==> src/rtl/mem_port_arbiter.sv <==
// Arbitrates one single-port RAM between instruction fetch and load/store,
// with a fixed-latency access, byte/half/word lane steering and pipeline stalls.
module mem_port_arbiter #(
    parameter int unsigned RAM_LAT = 2
) (
    input  logic        clk,
    input  logic        rst_n,
    input  logic        if_req,
    input  logic [31:0] if_addr,
    output logic [31:0] if_rdata,
    output logic        if_ready,
    input  logic        mem_req,
    input  logic        mem_we,
    input  logic [1:0]  mem_sel,
    input  logic [31:0] mem_addr,
    input  logic [31:0] mem_wdata,
    output logic [31:0] mem_rdata,
    output logic        mem_ready,
    output logic        misalign,
    output logic        ram_en,
    output logic [3:0]  ram_we,
    output logic [31:0] ram_addr,
    output logic [31:0] ram_wdata,
    input  logic [31:0] ram_rdata,
    output logic        stall_if,
    output logic        stall_mem
);

    localparam int unsigned CW = (RAM_LAT < 2) ? 1 : $clog2(RAM_LAT + 1);

    typedef enum logic [1:0] {
        IDLE   = 2'd0,
        ACCESS = 2'd1,
        DONE   = 2'd2
    } state_t;

    state_t        state_q, state_d;
    logic [CW-1:0] cnt_q, cnt_d;
    logic          last_mem_q, last_mem_d;
    logic          port_mem_q, port_mem_d;
    logic          we_q, we_d;
    logic          mis_q, mis_d;
    logic [1:0]    sel_q, sel_d;
    logic [31:0]   addr_q, addr_d;
    logic [31:0]   wdata_q, wdata_d;
    logic [31:0]   if_rdata_q, if_rdata_d;
    logic [31:0]   mem_rdata_q, mem_rdata_d;

    logic          grant_mem;
    logic          misaligned;
    logic [31:0]   steered;
    logic [3:0]    we_mask;

    // MEM wins a tie unless it was the last port served.
    always_comb begin
        grant_mem  = mem_req & (~if_req | ~last_mem_q);
        misaligned = grant_mem &
                     ((((mem_sel == 2'b00) || (mem_sel == 2'b11)) && (mem_addr[1:0] != 2'b00)) ||
                      ((mem_sel == 2'b01) && mem_addr[0]));
    end

    always_comb begin
        case (sel_q)
            2'b01:   steered = {16'h0000, addr_q[1] ? ram_rdata[31:16] : ram_rdata[15:0]};
            2'b10:   steered = {24'h000000, ram_rdata[{addr_q[1:0], 3'b000} +: 8]};
            default: steered = ram_rdata;
        endcase
    end

    always_comb begin
        case (sel_q)
            2'b01: begin
                we_mask   = addr_q[1] ? 4'b1100 : 4'b0011;
                ram_wdata = {2{wdata_q[15:0]}};
            end
            2'b10: begin
                we_mask   = 4'b0001 << addr_q[1:0];
                ram_wdata = {4{wdata_q[7:0]}};
            end
            default: begin
                we_mask   = 4'b1111;
                ram_wdata = wdata_q;
            end
        endcase
    end

    always_comb begin
        state_d     = state_q;
        cnt_d       = cnt_q;
        last_mem_d  = last_mem_q;
        port_mem_d  = port_mem_q;
        we_d        = we_q;
        mis_d       = mis_q;
        sel_d       = sel_q;
        addr_d      = addr_q;
        wdata_d     = wdata_q;
        if_rdata_d  = if_rdata_q;
        mem_rdata_d = mem_rdata_q;
        case (state_q)
            IDLE: begin
                if (if_req || mem_req) begin
                    port_mem_d = grant_mem;
                    last_mem_d = grant_mem;
                    addr_d     = grant_mem ? mem_addr : if_addr;
                    we_d       = grant_mem & mem_we;
                    sel_d      = grant_mem ? mem_sel : 2'b00;
                    wdata_d    = mem_wdata;
                    cnt_d      = CW'(RAM_LAT);
                    mis_d      = misaligned;
                    if (misaligned) begin
                        mem_rdata_d = '0;
                        state_d     = DONE;
                    end else begin
                        state_d = ACCESS;
                    end
                end
            end
            ACCESS: begin
                cnt_d = cnt_q - CW'(1);
                if (cnt_q == CW'(1)) begin
                    state_d = DONE;
                    if (port_mem_q) mem_rdata_d = steered;
                    else            if_rdata_d  = steered;
                end
            end
            DONE:    state_d = IDLE;
            default: state_d = IDLE;
        endcase
    end

    always_ff @(posedge clk or negedge rst_n) begin
        if (!rst_n) begin
            state_q     <= IDLE;
            cnt_q       <= '0;
            last_mem_q  <= 1'b0;
            port_mem_q  <= 1'b0;
            we_q        <= 1'b0;
            mis_q       <= 1'b0;
            sel_q       <= '0;
            addr_q      <= '0;
            wdata_q     <= '0;
            if_rdata_q  <= '0;
            mem_rdata_q <= '0;
        end else begin
            state_q     <= state_d;
            cnt_q       <= cnt_d;
            last_mem_q  <= last_mem_d;
            port_mem_q  <= port_mem_d;
            we_q        <= we_d;
            mis_q       <= mis_d;
            sel_q       <= sel_d;
            addr_q      <= addr_d;
            wdata_q     <= wdata_d;
            if_rdata_q  <= if_rdata_d;
            mem_rdata_q <= mem_rdata_d;
        end
    end

    // RAM controls decode from the state register so reset kills them immediately.
    always_comb begin
        ram_en    = (state_q == ACCESS);
        ram_we    = (ram_en && we_q) ? we_mask : 4'b0000;
        ram_addr  = {addr_q[31:2], 2'b00};
        if_ready  = (state_q == DONE) & ~port_mem_q;
        mem_ready = (state_q == DONE) & port_mem_q;
        misalign  = mem_ready & mis_q;
        if_rdata  = if_rdata_q;
        mem_rdata = mem_rdata_q;
        stall_if  = rst_n & if_req & ~if_ready;
        stall_mem = rst_n & mem_req & ~mem_ready;
    end

endmodule

==> config.mk <==
export PLATFORM = sky130hd
export DESIGN_NAME = mem_port_arbiter
export DESIGN_NICKNAME = d
export VERILOG_FILES = /design/src/rtl/mem_port_arbiter.sv
export SDC_FILE = /design/constraint.sdc
export NUM_CORES = 1
export LEC_CHECK = 0
export CAP_MARGIN = 25
export CORE_ASPECT_RATIO = 1.2
export CORE_UTILIZATION = 47
export DETAILED_ROUTE_END_ITERATION = 8
export HOLD_SLACK_MARGIN = 0.03
export PLACE_DENSITY = 0.84
export SYNTH_ARGS = -nofsm -noshare
export SYNTH_HDL_FRONTEND = slang
export SYNTH_SLANG_ARGS = --single-unit
export TNS_END_PERCENT = 1
==> constraint.sdc <==
create_clock -name clk -period 3 [get_ports clk]
set_input_delay 0.3 -clock clk [delete_from_list [all_inputs] [get_ports clk]]
set_output_delay 0.3 -clock clk [all_outputs]
set_load 0.02 [all_outputs]
==> flow_summary.yaml <==
sta:
  drv_slew: 0
  whs_ns: 0.3347
  relSlewSlack: 0.5090
  rsz0062_at_grt: "yes"
  finalHoldViolCount: 0
  tightest_slew_ns: 0.7365
  max_freq_mhz: 349.0
  finClkSkew_ns: 0.007334
  period_needed_ns: 2.865
  finalCritPeriodShare: 0.9551
  finalSetupViolations: 0
die:
  num_rows: 46
  die_w_um: 109.7
  initial_core_util: 0.4877
  die_y_um: 131.2
  num_io_pins: 273
  dieArea_um2: 14390
  coreArea_um2: 13410
cells_and_area:
  stdcell_count: 1066
  post-route-util: 0.7212
  final_layout_size_suffix_gt1_frac: 0.07238
  final_cell_mix: "clkdlybuf4s50_1, nand2_1, dfrtp_1"
  fin_nets: 1025
  diodes: 0
  syn_to_final_growth_pct: 47.89
  layout_commonest_cell: "clkdlybuf4s50_1"
  nFillCells: 1014
grt:
  grt_max_degree: 59
  antenna_found_initial: 0
  grt.total_usage: 0.2872
  grt_pass1_vias: 5988
  grt_overflow: 0
  grt_pass1_wl_um: 31450
critical_path:
  crit_family: "buffers and inverters"
  slowest_stage: "clkdlybuf4s50_1"
  r2r_end: "if_rdata[0]$_DFFE_PN0P_"
  cp_slowest_stage_delay_ns: 0.63
  cp_max_fo: 14
  cp_num_cells: 6
  worstPathArrival_ns: 2.57
  reg2regPathDepth: 7
  path_class: "flop to output pin"
  cp.required_ns: 2.70
  critical_path.endpoint: "ram_wdata[20]"
  r2r-start: "sel_q[0]$_DFFE_PN0P_"
  startpoint: "sel_q[1]$_DFFE_PN0P_"
  end_kind: "output pin"
  crit_chain: "inv_1 -> ha_1 -> or2_2 -> nand2_1 -> o21ai_0 -> clkdlybuf4s50_1"
  path_buf_inv: 2
  rrSetupSlack_ns: 0.66
  critPathLaunchType: "flop"
cts:
  htree_levels: 4
  insertion_delay_ns: 0.41
  cts-root-buf: "clkbuf_16"
  clockBufferDepth: 2
  cts_tree: "built"
  clk_pin_slew_ns: 0.06
  clkSinkCount: 137
  cts_made_buffers: 17
  post_cts_buffers: 0
synthesis:
  yosysSeqAreaShare: 0.5242
  synth_seq_cells: 137
  yosys_warnings: 0
  synth.cell_area_um2: 6540
  avgSynthCellArea_um2: 9.805
  synth.distinct_cells: 43
  synthCells: 667
route:
  drt_pass1_iterations: 5
  drc: 0
  initialDrtViolationCount: 389
  via_count: 5804
  drt-vias-per-instance: 5.445
  routed_wl_um: 19800
  detail_route.wl_per_cell_um: 18.57
  final_antenna_net_count: 0
power:
  powerDensity_nw_per_um2: 1183
  ir_drop_uv: 882.3
  p_leak_uw: 0.004367
  finalPower_uw: 11440
placement:
  dp_hpwl_um: 14330
  gp_congestion: 0.8753
  port_buffers: 270
  place_inst: 1034
run_status:
  status: "complete, no violations"
run:
  maxCapViolations: 0
min_path:
  hold_path_class: "input pin to async pin"
worst min-delay path by stage:
stage               startpoint                       end  slack, ns
floorplan                rst_n     addr_q[0]$_DFFE_PN0P_      0.004
global placement         rst_n    addr_q[10]$_DFFE_PN0P_       0.21
detailed placement       rst_n  if_rdata[19]$_DFFE_PN0P_       0.21
CTS                      rst_n  if_rdata[19]$_DFFE_PN0P_       0.34
global route             rst_n     addr_q[8]$_DFFE_PN0P_       0.36
finish                   rst_n     addr_q[8]$_DFFE_PN0P_       0.33
logic make-up after synthesis:
kind of cell	share of synthesized area
DFF	0.5242
buffers and inverters	0.08054
and+or+nand+nor	0.1391
other	0.0005734
muxes	0.08877
adders and majority gates	0.007653
AOI/OAI and AO/OA	0.1592
flip-flops by register name (all words and copies together) (netlist names), 2 cells and up:
signal,count
addr_q,32
cnt_q,2
if_rdata,32
mem_rdata,32
sel_q,2
state_q,2
wdata_q,32
power by group:
part	internal, µW	switching, µW	leakage, µW
registers	2680	598	0.00171
logic	2800	3420	0.00238
clock network	1190	749	0.000273
worst register-to-register path, delay by kind of cell, from the launching register on:
| kind | cells | cell delay (ns) |
|---|---|---|
| simple gates | 2 | 0.45 |
| compound gates | 1 | 0.31 |
| buf+inv | 2 | 0.44 |
| flops | 1 | 0.36 |
| mux | 1 | 0.28 |
| fa+ha+maj | 1 | 0.39 |
layer usage:
layer / wire length, µm / global-route usage / part of all wire / vias to the layer above
met4: 660 / 0.1281 / 0.033 / 0
li1: - / - / - / 2678
met5: 0 / 0 / 0 / -
met1: 7361 / 0.3387 / 0.37 / 2787
met3: 1506 / 0.06895 / 0.076 / 48
met2: 10270 / 0.4878 / 0.52 / 291
metrics by stage:
stage	cell area (µm²)	worst slack, ns	TNS (ns)
floorplan	6544	1.051	0
global placement	9105	0.5385	0
detailed placement	9105	0.4697	0
CTS	9664	0.006755	0
global route	9672	-0.02083	-0.03707
finish	9672	0.1347	0
synthesized netlist by cell type (all sizes together):
| master | number | area [µm²] |
|---|---|---|
| a211o | 1 | 8.760 |
| a211oi | 1 | 12.51 |
| a21boi | 1 | 7.510 |
| a21o | 4 | 30.03 |
| a21oi | 3 | 15.01 |
| a221o | 8 | 80.08 |
| a22o | 47 | 411.6 |
| a22oi | 8 | 60.06 |
| a31o | 1 | 8.760 |
| a31oi | 3 | 18.77 |
| a32o | 1 | 10.01 |
| a41oi | 1 | 16.27 |
| and2 | 2 | 12.51 |
| and3b | 1 | 8.760 |
| and4b | 1 | 10.01 |
| buf | 57 | 395.4 |
| clkbuf | 28 | 105.1 |
| conb | 1 | 3.750 |
| dfrtp | 137 | 3428 |
| ha | 4 | 50.05 |
| inv | 7 | 26.27 |
| mux2 | 16 | 180.2 |
| mux2i | 40 | 400.4 |
| nand2 | 190 | 713.2 |
| nand2b | 2 | 12.51 |
| nand3 | 2 | 10.01 |
| nand3b | 2 | 15.01 |
| nor2 | 19 | 71.32 |
| nor2b | 2 | 12.51 |
| nor3 | 1 | 5.000 |
| nor3b | 2 | 20.02 |
| o21a | 1 | 7.510 |
| o21ai | 68 | 340.3 |
| o22ai | 1 | 6.260 |
| o31ai | 1 | 7.510 |
| or2 | 3 | 18.77 |
layout make-up:
type                            instances  area [µm²]  area share
Sequential cell                       137        3428      0.3545
Tap cell                              168       210.2     0.02173
Clock inverter                          8       71.32    0.007374
Inverter                                7       26.28    0.002717
Clock buffer                           23       478.0     0.04942
Timing Repair Buffer                  284        2840      0.2937
Multi-Input combinational cell        439        2618      0.2706
what timing repair did:
item | CTS | global route
endpoints found under the hold margin | 32 | 0
resized for setup | 0 | 3
hold buffers | 1 | 0
setup endpoints to repair | 0 | 18
No activity file was read; power rests on OpenSTA's default activity.
